`src/rtl/tx_arbiter_pkg.sv`:
```
// Shared TX command encodings and reply-tracker entry layout for tx_arbiter.
// Imported by the interface, the reply FIFO and the arbiter top.
package tx_arbiter_pkg;

    localparam int TX_CMD_BITS = 4;

    localparam logic [TX_CMD_BITS-1:0] TX_HEADER_READ_16  = 4'h1;
    localparam logic [TX_CMD_BITS-1:0] TX_HEADER_WRITE_16 = 4'h5;

    // Tracker entry: bit 1 = reply expected, bit 0 = route reply to scheduler
    localparam int ENTRY_BITS  = 2;
    localparam int ENTRY_REPLY = 1;
    localparam int ENTRY_TO_SC = 0;

    typedef struct packed {
        logic reply;
        logic to_sc;
    } reply_entry_t;

    function automatic reply_entry_t make_entry(
        input logic grant_sc,
        input logic reply_wanted,
        input logic write_pc
    );
        reply_entry_t e;
        e = '0;
        if (!grant_sc) begin
            e.reply = 1'b1;
            e.to_sc = 1'b0;
        end else if (reply_wanted) begin
            e.reply = 1'b1;
            e.to_sc = !write_pc;
        end
        return e;
    endfunction

endpackage

```
`src/rtl/tx_arbiter_if.sv`:
```
// Request, memory-interface and status bundle for tx_arbiter.
// master = requester/memory side (testbench), slave = the arbiter.
interface tx_arbiter_if
    import tx_arbiter_pkg::*;
#(
    parameter int IO_BITS  = 2,
    parameter int CMD_BITS = TX_CMD_BITS
);

    logic                pf_cmd_valid;
    logic [CMD_BITS-1:0] pf_cmd;
    logic [IO_BITS-1:0]  pf_data;

    logic                sc_cmd_valid;
    logic [CMD_BITS-1:0] sc_cmd;
    logic [IO_BITS-1:0]  sc_data;
    logic                sc_reserve;
    logic                sc_reply_wanted;

    logic                block_prefetch;
    logic                write_pc;

    logic                mi_cmd_valid;
    logic [CMD_BITS-1:0] mi_cmd;
    logic [IO_BITS-1:0]  mi_data;
    logic                mi_cmd_started;
    logic                mi_tx_active;
    logic                mi_rx_done;

    logic                grant_sc;
    logic                pf_idle;
    logic                rx_to_sc;
    logic                rx_to_pf;
    logic                full;
    logic                empty;

    modport master (
        output pf_cmd_valid, pf_cmd, pf_data,
        output sc_cmd_valid, sc_cmd, sc_data,
        output sc_reserve, sc_reply_wanted,
        output block_prefetch, write_pc,
        output mi_cmd_started, mi_tx_active, mi_rx_done,
        input  mi_cmd_valid, mi_cmd, mi_data,
        input  grant_sc, pf_idle, rx_to_sc, rx_to_pf,
        input  full, empty
    );

    modport slave (
        input  pf_cmd_valid, pf_cmd, pf_data,
        input  sc_cmd_valid, sc_cmd, sc_data,
        input  sc_reserve, sc_reply_wanted,
        input  block_prefetch, write_pc,
        input  mi_cmd_started, mi_tx_active, mi_rx_done,
        output mi_cmd_valid, mi_cmd, mi_data,
        output grant_sc, pf_idle, rx_to_sc, rx_to_pf,
        output full, empty
    );

endinterface

```
`src/rtl/tx_arbiter_reply_fifo.sv`:
```
// reply_fifo: circular FIFO tracking reads that still await a reply.
// Pops on empty are ignored and pushes on full never overwrite.
module reply_fifo #(
    parameter int BITS  = 2,
    parameter int DEPTH = 3
) (
    input  logic            clk,
    input  logic            reset,
    input  logic            add,
    input  logic            remove,
    input  logic [BITS-1:0] new_entry,
    output logic [BITS-1:0] last_entry,
    output logic            empty,
    output logic            full
);

    localparam int CNT_W = $clog2(DEPTH + 1);
    localparam int PTR_W = (DEPTH > 1) ? $clog2(DEPTH) : 1;

    logic [BITS-1:0]  mem_q [DEPTH];
    logic [PTR_W-1:0] wr_ptr_q, wr_ptr_d;
    logic [PTR_W-1:0] rd_ptr_q, rd_ptr_d;
    logic [CNT_W-1:0] count_q, count_d;
    logic             do_push;
    logic             do_pop;

    function automatic logic [PTR_W-1:0] ptr_inc(input logic [PTR_W-1:0] p);
        return (p == PTR_W'(DEPTH - 1)) ? '0 : p + 1'b1;
    endfunction

    assign empty      = (count_q == '0);
    assign full       = (count_q == CNT_W'(DEPTH));
    assign last_entry = mem_q[rd_ptr_q];

    // A pop in the same cycle frees the slot, so a push on full is legal then
    assign do_pop  = remove & !empty;
    assign do_push = add & (!full | do_pop);

    always_comb begin
        wr_ptr_d = wr_ptr_q;
        rd_ptr_d = rd_ptr_q;
        count_d  = count_q;
        if (do_push) begin
            wr_ptr_d = ptr_inc(wr_ptr_q);
        end
        if (do_pop) begin
            rd_ptr_d = ptr_inc(rd_ptr_q);
        end
        count_d = count_q + CNT_W'(do_push) - CNT_W'(do_pop);
    end

    always_ff @(posedge clk) begin
        if (reset) begin
            wr_ptr_q <= '0;
            rd_ptr_q <= '0;
            count_q  <= '0;
        end else begin
            wr_ptr_q <= wr_ptr_d;
            rd_ptr_q <= rd_ptr_d;
            count_q  <= count_d;
        end
    end

    always_ff @(posedge clk) begin
        if (do_push) begin
            mem_q[wr_ptr_q] <= new_entry;
        end
    end

endmodule

```
`src/rtl/tx_arbiter.sv`:
```
// TX channel arbiter between prefetcher and scheduler, plus reply routing.
// Optional round-robin fairness via macro TX_ARB_ROUND_ROBIN_EN.
module tx_arbiter
    import tx_arbiter_pkg::*;
#(
    parameter int IO_BITS         = 2,
    parameter int CMD_BITS        = TX_CMD_BITS,
    parameter int MAX_OUTSTANDING = 3
) (
    input logic         clk,
    input logic         reset,
    tx_arbiter_if.slave bus
);

    logic                sc_want;
    logic                arb_grant;
    logic                grant;
    logic                grant_q, grant_d;
    logic                valid_sel;
    logic [CMD_BITS-1:0] cmd_sel;
    logic [IO_BITS-1:0]  data_sel;
    logic                is_read;
    logic                push;
    reply_entry_t        new_e;
    logic [ENTRY_BITS-1:0] last_e;
    logic                trk_full;
    logic                trk_empty;

    assign sc_want = bus.sc_cmd_valid | bus.sc_reserve | bus.block_prefetch;

`ifdef TX_ARB_ROUND_ROBIN_EN
    logic last_sc_q, last_sc_d;
    logic contested;

    // Only a plain two-way request race is subject to fairness
    assign contested = bus.pf_cmd_valid & bus.sc_cmd_valid
                     & !bus.sc_reserve & !bus.block_prefetch;
    assign arb_grant = contested ? !last_sc_q : sc_want;
    assign last_sc_d = bus.mi_cmd_started ? grant : last_sc_q;

    always_ff @(posedge clk) begin
        if (reset) begin
            last_sc_q <= 1'b0;
        end else begin
            last_sc_q <= last_sc_d;
        end
    end
`else
    assign arb_grant = sc_want;
`endif

    // Ownership is frozen for the duration of a transfer
    assign grant   = bus.mi_tx_active ? grant_q : arb_grant;
    assign grant_d = grant;

    always_ff @(posedge clk) begin
        if (reset) begin
            grant_q <= 1'b0;
        end else begin
            grant_q <= grant_d;
        end
    end

    assign valid_sel = grant ? bus.sc_cmd_valid : bus.pf_cmd_valid;
    assign cmd_sel   = grant ? bus.sc_cmd       : bus.pf_cmd;
    assign data_sel  = grant ? bus.sc_data      : bus.pf_data;
    assign is_read   = (cmd_sel == CMD_BITS'(TX_HEADER_READ_16));

    assign bus.mi_cmd       = cmd_sel;
    assign bus.mi_data      = data_sel;
    assign bus.mi_cmd_valid = valid_sel & !(trk_full & is_read);
    assign bus.grant_sc     = grant;
    assign bus.pf_idle      = bus.mi_tx_active ? grant_q : bus.block_prefetch;

    assign push  = bus.mi_cmd_started & is_read;
    assign new_e = make_entry(grant, bus.sc_reply_wanted, bus.write_pc);

    reply_fifo #(
        .BITS  (ENTRY_BITS),
        .DEPTH (MAX_OUTSTANDING)
    ) u_reply_fifo (
        .clk        (clk),
        .reset      (reset),
        .add        (push),
        .remove     (bus.mi_rx_done),
        .new_entry  (new_e),
        .last_entry (last_e),
        .empty      (trk_empty),
        .full       (trk_full)
    );

    assign bus.full     = trk_full;
    assign bus.empty    = trk_empty;
    assign bus.rx_to_sc = !trk_empty & last_e[ENTRY_REPLY] & last_e[ENTRY_TO_SC];
    assign bus.rx_to_pf = !trk_empty & last_e[ENTRY_REPLY] & !last_e[ENTRY_TO_SC];

endmodule

```
`src/flat_wrapper.sv`:
```
// flat-port wrapper written by rule: the top's interface ports become plain ports
module tx_arbiter_flat import tx_arbiter_pkg::*;
#(
    parameter int IO_BITS         = 2,
    parameter int CMD_BITS        = TX_CMD_BITS,
    parameter int MAX_OUTSTANDING = 3
)
  (clk, reset, bus_pf_cmd_valid, bus_pf_cmd, bus_pf_data, bus_sc_cmd_valid, bus_sc_cmd, bus_sc_data, bus_sc_reserve, bus_sc_reply_wanted, bus_block_prefetch, bus_write_pc, bus_mi_cmd_started, bus_mi_tx_active, bus_mi_rx_done, bus_mi_cmd_valid, bus_mi_cmd, bus_mi_data, bus_grant_sc, bus_pf_idle, bus_rx_to_sc, bus_rx_to_pf, bus_full, bus_empty);
  tx_arbiter_if #(.IO_BITS(IO_BITS), .CMD_BITS(CMD_BITS)) bus_i ();
  input logic clk;
  input logic reset;
  input wire logic [$bits(bus_i.pf_cmd_valid)-1:0] bus_pf_cmd_valid;
  input wire logic [$bits(bus_i.pf_cmd)-1:0] bus_pf_cmd;
  input wire logic [$bits(bus_i.pf_data)-1:0] bus_pf_data;
  input wire logic [$bits(bus_i.sc_cmd_valid)-1:0] bus_sc_cmd_valid;
  input wire logic [$bits(bus_i.sc_cmd)-1:0] bus_sc_cmd;
  input wire logic [$bits(bus_i.sc_data)-1:0] bus_sc_data;
  input wire logic [$bits(bus_i.sc_reserve)-1:0] bus_sc_reserve;
  input wire logic [$bits(bus_i.sc_reply_wanted)-1:0] bus_sc_reply_wanted;
  input wire logic [$bits(bus_i.block_prefetch)-1:0] bus_block_prefetch;
  input wire logic [$bits(bus_i.write_pc)-1:0] bus_write_pc;
  input wire logic [$bits(bus_i.mi_cmd_started)-1:0] bus_mi_cmd_started;
  input wire logic [$bits(bus_i.mi_tx_active)-1:0] bus_mi_tx_active;
  input wire logic [$bits(bus_i.mi_rx_done)-1:0] bus_mi_rx_done;
  output wire logic [$bits(bus_i.mi_cmd_valid)-1:0] bus_mi_cmd_valid;
  output wire logic [$bits(bus_i.mi_cmd)-1:0] bus_mi_cmd;
  output wire logic [$bits(bus_i.mi_data)-1:0] bus_mi_data;
  output wire logic [$bits(bus_i.grant_sc)-1:0] bus_grant_sc;
  output wire logic [$bits(bus_i.pf_idle)-1:0] bus_pf_idle;
  output wire logic [$bits(bus_i.rx_to_sc)-1:0] bus_rx_to_sc;
  output wire logic [$bits(bus_i.rx_to_pf)-1:0] bus_rx_to_pf;
  output wire logic [$bits(bus_i.full)-1:0] bus_full;
  output wire logic [$bits(bus_i.empty)-1:0] bus_empty;
  assign bus_i.pf_cmd_valid = bus_pf_cmd_valid;
  assign bus_i.pf_cmd = bus_pf_cmd;
  assign bus_i.pf_data = bus_pf_data;
  assign bus_i.sc_cmd_valid = bus_sc_cmd_valid;
  assign bus_i.sc_cmd = bus_sc_cmd;
  assign bus_i.sc_data = bus_sc_data;
  assign bus_i.sc_reserve = bus_sc_reserve;
  assign bus_i.sc_reply_wanted = bus_sc_reply_wanted;
  assign bus_i.block_prefetch = bus_block_prefetch;
  assign bus_i.write_pc = bus_write_pc;
  assign bus_i.mi_cmd_started = bus_mi_cmd_started;
  assign bus_i.mi_tx_active = bus_mi_tx_active;
  assign bus_i.mi_rx_done = bus_mi_rx_done;
  assign bus_mi_cmd_valid = bus_i.mi_cmd_valid;
  assign bus_mi_cmd = bus_i.mi_cmd;
  assign bus_mi_data = bus_i.mi_data;
  assign bus_grant_sc = bus_i.grant_sc;
  assign bus_pf_idle = bus_i.pf_idle;
  assign bus_rx_to_sc = bus_i.rx_to_sc;
  assign bus_rx_to_pf = bus_i.rx_to_pf;
  assign bus_full = bus_i.full;
  assign bus_empty = bus_i.empty;
  tx_arbiter #(.IO_BITS(IO_BITS), .CMD_BITS(CMD_BITS), .MAX_OUTSTANDING(MAX_OUTSTANDING)) u_core (.clk(clk), .reset(reset), .bus(bus_i));
endmodule
```
`config.mk`:
```
export PLATFORM = sky130hd
export DESIGN_NAME = tx_arbiter_flat
export DESIGN_NICKNAME = d
export VERILOG_FILES = /design/src/rtl/tx_arbiter_pkg.sv /design/src/rtl/tx_arbiter_if.sv /design/src/rtl/tx_arbiter_reply_fifo.sv /design/src/rtl/tx_arbiter.sv /design/src/flat_wrapper.sv
export SDC_FILE = /design/constraint.sdc
export NUM_CORES = 1
export LEC_CHECK = 0
export CORE_MARGIN = 5
export CORE_UTILIZATION = 35
export CTS_BUF_LIST = sky130_fd_sc_hd__clkbuf_8
export CTS_CLUSTER_SIZE = 25
export DETAILED_ROUTE_END_ITERATION = 16
export GPL_TIMING_DRIVEN = 0
export PLACE_DENSITY = 0.74
export SLEW_MARGIN = 20
export SYNTH_ARGS = -nofsm -noshare
export SYNTH_HDL_FRONTEND = slang
export SYNTH_SLANG_ARGS = --single-unit
export TNS_END_PERCENT = 5
```
`constraint.sdc`:
```
create_clock -name clk -period 3 [get_ports clk]
set_input_delay 0.3 -clock clk [delete_from_list [all_inputs] [get_ports clk]]
set_output_delay 0.3 -clock clk [all_outputs]
set_load 0.02 [all_outputs]
```
After elaboration in Yosys (flattened, before gate mapping)
Memory sizes are Yosys's and may differ from the RTL's. A register that Yosys moved wholly into a read port is not among the register bits.
Index checks and enable logic that the tools add are counted.
- multiply operators: 0
- eq/ne operators: 4
- add/subtract/negate cells: 4
- magnitude comparators: 0
- bitwise operators: 11
- reductions and logical operators: 6
- multiplexer cells: 13
- divide/modulo/power cells: 0
- shifts and indexed selects: 0
- operators with widths (kind ; count):
    $mux W2 ; 7
    $and A1 B1 Y1 ; 8
    $eq A2 B2 Y1 const B ; 3
    $logic_not A1 Y1 ; 5
    $mux W1 ; 5
    $add A2 B1 Y2 const B ; 2
    $eq A4 B1 Y1 const B ; 1
    $mux W4 ; 1
    $or A1 B1 Y1 ; 3
    $add A2 B1 Y2 ; 1
    $logic_not A2 Y1 ; 1
    $sub A2 B1 Y2 ; 1
- bits in writable memories: 6
- memories kept: 1
- latch bits: 0
- output and inout bits: 13
- bits in read-only memories: 0
- input bits: 23
- register bits after elaboration: 7
- word-level logic and storage cells: 43
- memory list (memory ; words ; width ; read ports ; clocked after Yosys merged registers in ; write ports ; RTL line ; text):
    u_core.u_reply_fifo.mem_q ; 3 ; 2 ; 1 ; 1 ; 1 ; tx_arbiter_reply_fifo.sv:20 ; logic [BITS-1:0] mem_q [DEPTH];

Longest topological paths before layout
- depth after elaboration: 9
- mapped depth: 8
- gate-level depth less buffers: 8

By module
From an unflattened synthesis, not the netlist that was laid out.
- cell total of the unflattened synthesis: 82
- area, all modules: 862.1 µm²
- by module, submodules not included (module ; seq. area each (µm²) ; cells an instance ; area an instance (µm²) ; instances):
    reply_fifo ; 340.3 ; 52 ; 590.6 ; 1
    tx_arbiter ; 20.0 ; 30 ; 271.5 ; 1

Least setup slack after synthesis
No wires, ideal clock.
- path type: input port to flip-flop
- from: input bus_sc_cmd[1]
- to: register u_core.u_reply_fifo.count_q[1]
- arrival: 2235 ps
- setup slack: 637 ps
- stages on the path: 8
- path through: or4b_4 or4b_4 o2bb2ai_4 o21ai_0 ha_1 xor2_1 nand4_1 nor3b_1
- longest elaborated chain between the ends: 6
- ends and longest elaborated chain (what ; RTL line ; text):
    start, declared ; flat_wrapper.sv:16 ; input wire logic [$bits(bus_i.sc_cmd)-1:0] bus_sc_cmd;
    $mux W4 ; tx_arbiter.sv:65 ; assign cmd_sel = grant ? bus.sc_cmd : bus.pf_cmd;
    $eq A4 B1 Y1 ; tx_arbiter.sv:67 ; assign is_read = (cmd_sel == CMD_BITS'(TX_HEADER_READ_16));
    $and A1 B1 Y1 ; tx_arbiter.sv:75 ; assign push = bus.mi_cmd_started & is_read;
    $and A1 B1 Y1 ; tx_arbiter_reply_fifo.sv:37 ; assign do_push = add & (!full | do_pop);
    $add A2 B1 Y2 ; tx_arbiter_reply_fifo.sv:49 ; count_d = count_q + CNT_W'(do_push) - CNT_W'(do_pop);
    $sub A2 B1 Y2 ; tx_arbiter_reply_fifo.sv:49 ;
    end signal, assigned ; tx_arbiter_reply_fifo.sv:60 ; count_q <= count_d;
    end, declared ; tx_arbiter_reply_fifo.sv:23 ; logic [CNT_W-1:0] count_q, count_d;
Every way passes these cells.
A chain may end at the register's enable or synchronous reset.

Worst setup path after layout
- from: input bus_sc_cmd_valid
- to: output bus_mi_cmd[2]
- longest elaborated chain between the ends: 4
- ends and longest elaborated chain (what ; RTL line ; text):
    start, declared ; flat_wrapper.sv:15 ; input wire logic [$bits(bus_i.sc_cmd_valid)-1:0] bus_sc_cmd_valid;
    $or A1 B1 Y1 (2 in a row) ; tx_arbiter.sv:29 ; assign sc_want = bus.sc_cmd_valid | bus.sc_reserve | bus.block_prefetch;
    $mux W1 ; tx_arbiter.sv:53 ; assign grant = bus.mi_tx_active ? grant_q : arb_grant;
    $mux W4 ; tx_arbiter.sv:65 ;
    end, declared ; flat_wrapper.sv:26 ; output wire logic [$bits(bus_i.mi_cmd)-1:0] bus_mi_cmd;
Every way passes these cells.

==> results list <==
- Clock slew seen by the registers of the worst setup and hold paths: 0.06 ns
- The number of clock buffers added by TritonCTS is 3.
- From left edge to right edge, the die measures 58.2 um.
- The clock net in this run drives a total of 15 sinks.
- Initial Utilization: 0.368
* Leakage power: 0.448 nW
- Routability Congestion: 0.804
- In the final design database the tool counted 139 nets.
- TritonCTS built the clock tree.
- STA classifies the critical path endpoint as an output pin.
- Total design power: 0.000615 W
- Most common flop cell mapped by yosys: sky130_fd_sc_hd__dfxtp_1
- Clock Skews: 0.000559 ns
* Required time reported for the critical path endpoint: 2.70 ns
- For this run, the number of standard cells in the final layout without fillers is 142.
- The synthesized design contains 15 register bits.
* Detailed placer's ending HPWL: 1.59 mm
* Cell at the slowest stage of the critical path: sky130_fd_sc_hd__clkdlybuf4s50_1
- Largest net degree at the start of global routing: 12
- For the finished layout, the period the worst path requires is 2.70 ns.
* GR peak layer: met2
* Slowest cell delay on critical path: 0.56 ns
* Logic gate share of total power: 0.334
- For met3 alone, demand over resource in global routing was 0.0668.
* Design Area, Final: 1240 um^2
* Clock H-tree levels: 1
- Number of hold-slack violations in the final timing report: 0
- Most frequent standard cell in the layout excluding fill and tap cells: sky130_fd_sc_hd__clkdlybuf4s50_1
- The first global-routing pass estimated 3.18 mm of wire.
- For the pin with the worst max-slew slack, the measured transition is 0.467 ns.
* Remaining Overflow, GRT: 0
* Area Growth Syn to Fin: 52.1%
- The analysis attributes to net switching a power of 0.000183 W.
- The share of total power dissipated in the clock network is 0.258.
- Met2 usage in global routing: 0.195
- CP Launch Type: primary input
* Standard-cell row count: 17
- Counting the fill cells in the layout gives 201.
- Max_slew headroom: 0.687
- Number of violations reported at the end of detailed-routing iteration 0: 13
- Cell seen most often among critical-path stages: sky130_fd_sc_hd__clkdlybuf4s50_1
- IO Port Bufs: 34
- Clock tree buffer depth: 2
- After detailed routing, the number of vias per cell comes to 5.09.
- Static timing analysis puts the maximum clock frequency at 0.371 GHz.
* Number of antenna violations at the first check in global routing: 0
* Setup TNS: 0 ns
- Data on the critical path arrives at its endpoint at 2.40 ns.
- Skew-Pair Late Insertion Delay: 0.24 ns
- Detailed-router iteration count before antenna repair: 2
- Result of the run: finished, final reports clean
- Routed via count: 723
- Wires add up to 1.91 mm.
- The via count of the first global-routing pass was 732.
- Count of inserted antenna diode cells: 0
* Sequential cell area fraction in the yosys report: 0.442
* Worst VDD drop: 0.327 mV
- # placed instances: 139
- Yosys printed 0 warnings.
- Setup repair after global routing left no endpoint under its margin.
- Count of flip-flops with a built-in enable after synthesis: 6
* Total routing resource utilization after global routing: 0.126
* WL per Instance: 13.5 um
* Type of the tightest min-delay check: in -> reg
- Synthesis produced 77 cells.
- Die ar.: 3390 um^2
- Max-capacitance violation count: 0
* Tcrit/Tclk final: 0.900
* Syn Std Cell Area: 815 um^2
- Setup violations remaining at the end of the flow were counted as 0.
* Critical-path maximum fanout: 11
- The setup path with the least slack is of type in -> out.
- In the routed design, unresolved DRC markers number 0.
- Die height: 58.2 um
- Pint: 0.000433 W
- In the synthesized netlist the async set-or-reset flop fraction comes to 0.
* Average cell area after synthesis: 10.6 um^2
* Placeable core region: 2210 um^2
* I/O pin count: 36
* Worst setup slack after layout: 0.301 ns
- In the final layout, the multi-input gates occupy 445 um^2.
- Synthesis instantiated 30 different standard cells from the library.
* Count of final max-slew check failures: 0
* Highest-count cells in the layout ignoring fill and taps: sky130_fd_sc_hd__clkdlybuf4s50_1 (34), sky130_fd_sc_hd__dfxtp_1 (9), sky130_fd_sc_hd__mux2_2 (7), sky130_fd_sc_hd__nor2_1 (7), sky130_fd_sc_hd__edfxtp_1 (6)
- The count of nets left with antenna violations once routing finished came out at 0.
- Post-place setup slack: -0.166 ns
* Proportion of total power due to net switching: 0.297
- Total power density per cell area: 497 nW/um^2
- Of the total power, registers draw 0.408.
- In the final layout, the share of cells above drive strength 1 is 0.167.
- For met1 alone, demand over resource in global routing was 0.138.
- The number of nets handed over by synthesis was 101.
- Chain of cells forming the critical path: clkdlybuf4s50_1 -> nor4_2 -> or2_2 -> mux2_2 -> clkdlybuf4s50_1
- The root buffer cell chosen for the clock tree is sky130_fd_sc_hd__clkbuf_8.
- Sequential cell area in the final layout: 360 um^2
- Summing all placed instances gives a cell area of 1190 um^2.
-- kinds of logic (layout without fill, tap and decap cells) --
family / after synthesis / after routing / share of synthesized area
and+or+nand+nor: 32 / 32 / 0.241
DFF: 15 / 15 / 0.442
AOI/OAI and AO/OA: 13 / 13 / 0.120
muxes: 11 / 11 / 0.152
buffers and inverters: 4 / 41 / 0.0184
adders and majority gates: 1 / 1 / 0.0154
xor gates and xnor gates: 1 / 1 / 0.0108
-- synthesized netlist by cell type (2+ instances only) --
| cell type | n | area [um^2] |
|---|---|---|
| sky130_fd_sc_hd__mux2i_1 | 3 | 30.0 |
| sky130_fd_sc_hd__o21ai_0 | 5 | 25.0 |
| sky130_fd_sc_hd__or4b_4 | 2 | 27.5 |
| sky130_fd_sc_hd__nand2_1 | 3 | 11.3 |
| sky130_fd_sc_hd__edfxtp_1 | 6 | 180 |
| sky130_fd_sc_hd__clkbuf_1 | 2 | 7.51 |
| sky130_fd_sc_hd__inv_1 | 2 | 7.51 |
| sky130_fd_sc_hd__nor3b_1 | 5 | 37.5 |
| sky130_fd_sc_hd__a21oi_1 | 3 | 15.0 |
| sky130_fd_sc_hd__mux2_2 | 7 | 78.8 |
| sky130_fd_sc_hd__nor2b_1 | 4 | 25.0 |
| sky130_fd_sc_hd__nor2_1 | 7 | 26.3 |
| sky130_fd_sc_hd__nor3_1 | 3 | 15.0 |
| sky130_fd_sc_hd__dfxtp_1 | 9 | 180 |
-- worst max-delay path: cells and delay by family --
kind	cells	cell delay [ns]
buffers and inverters	2	1.00
AND/OR/NAND/NOR	2	0.73
multiplexers	1	0.37
-- per-stage QoR --
step                hold WS [ns]   util
floorplan                  0.494      -
global placement           0.518  0.538
detailed placement         0.531  0.538
CTS                        0.387  0.560
global route               0.446  0.560
finish                     0.392  0.560
-- layout make-up --
type                            instances  area share
Multi-Input combinational cell         58       0.360
Tap cell                               28      0.0283
Clock buffer                            3      0.0333
Clock inverter                          1     0.00404
Inverter                                2     0.00606
Sequential cell                        15       0.291
Buffer                                  1     0.00303
Timing Repair Buffer                   34       0.275
-- power groups by stage --
stage | sequential, W | combinational [W] | clock (W)
global placement | 0.000254 | 0.000203 | 0
floorplan | 0.000250 | 0.000115 | 0
finish | 0.000251 | 0.000206 | 0.000159
detailed placement | 0.000255 | 0.000207 | 0
global route | 0.000254 | 0.000224 | 0.000174
CTS | 0.000251 | 0.000208 | 0.000166
-- path summary, 6_finish.rpt --
| check | from | to | slack, ns | cells after the start |
|---|---|---|---|---|
| max | bus_sc_cmd_valid | bus_mi_cmd[2] | 0.30 | 5 |
| min | reset | u_core.grant_q | 0.39 | 2 |
| max reg2reg | u_core.grant_q | u_core.u_reply_fifo.count_q[1] | 0.89 | 8 |
| min reg2reg | u_core.u_reply_fifo.wr_ptr_q[1] | u_core.u_reply_fifo.wr_ptr_q[1] | 0.54 | 2 |
-- routing by layer --
metal,vias to the layer above,share of wire
li1,361,-
met1,318,0.40
met2,38,0.44
met3,6,0.14
met4,0,0.017
met5,-,0
-- what timing repair did --
item / CTS / global route
setup buffers: 0 / 0
hold buffers: 0 / 0
resized for setup: 1 / 0
endpoints found under the setup margin: 6 / 0
(Power assumes the default switching activity.)
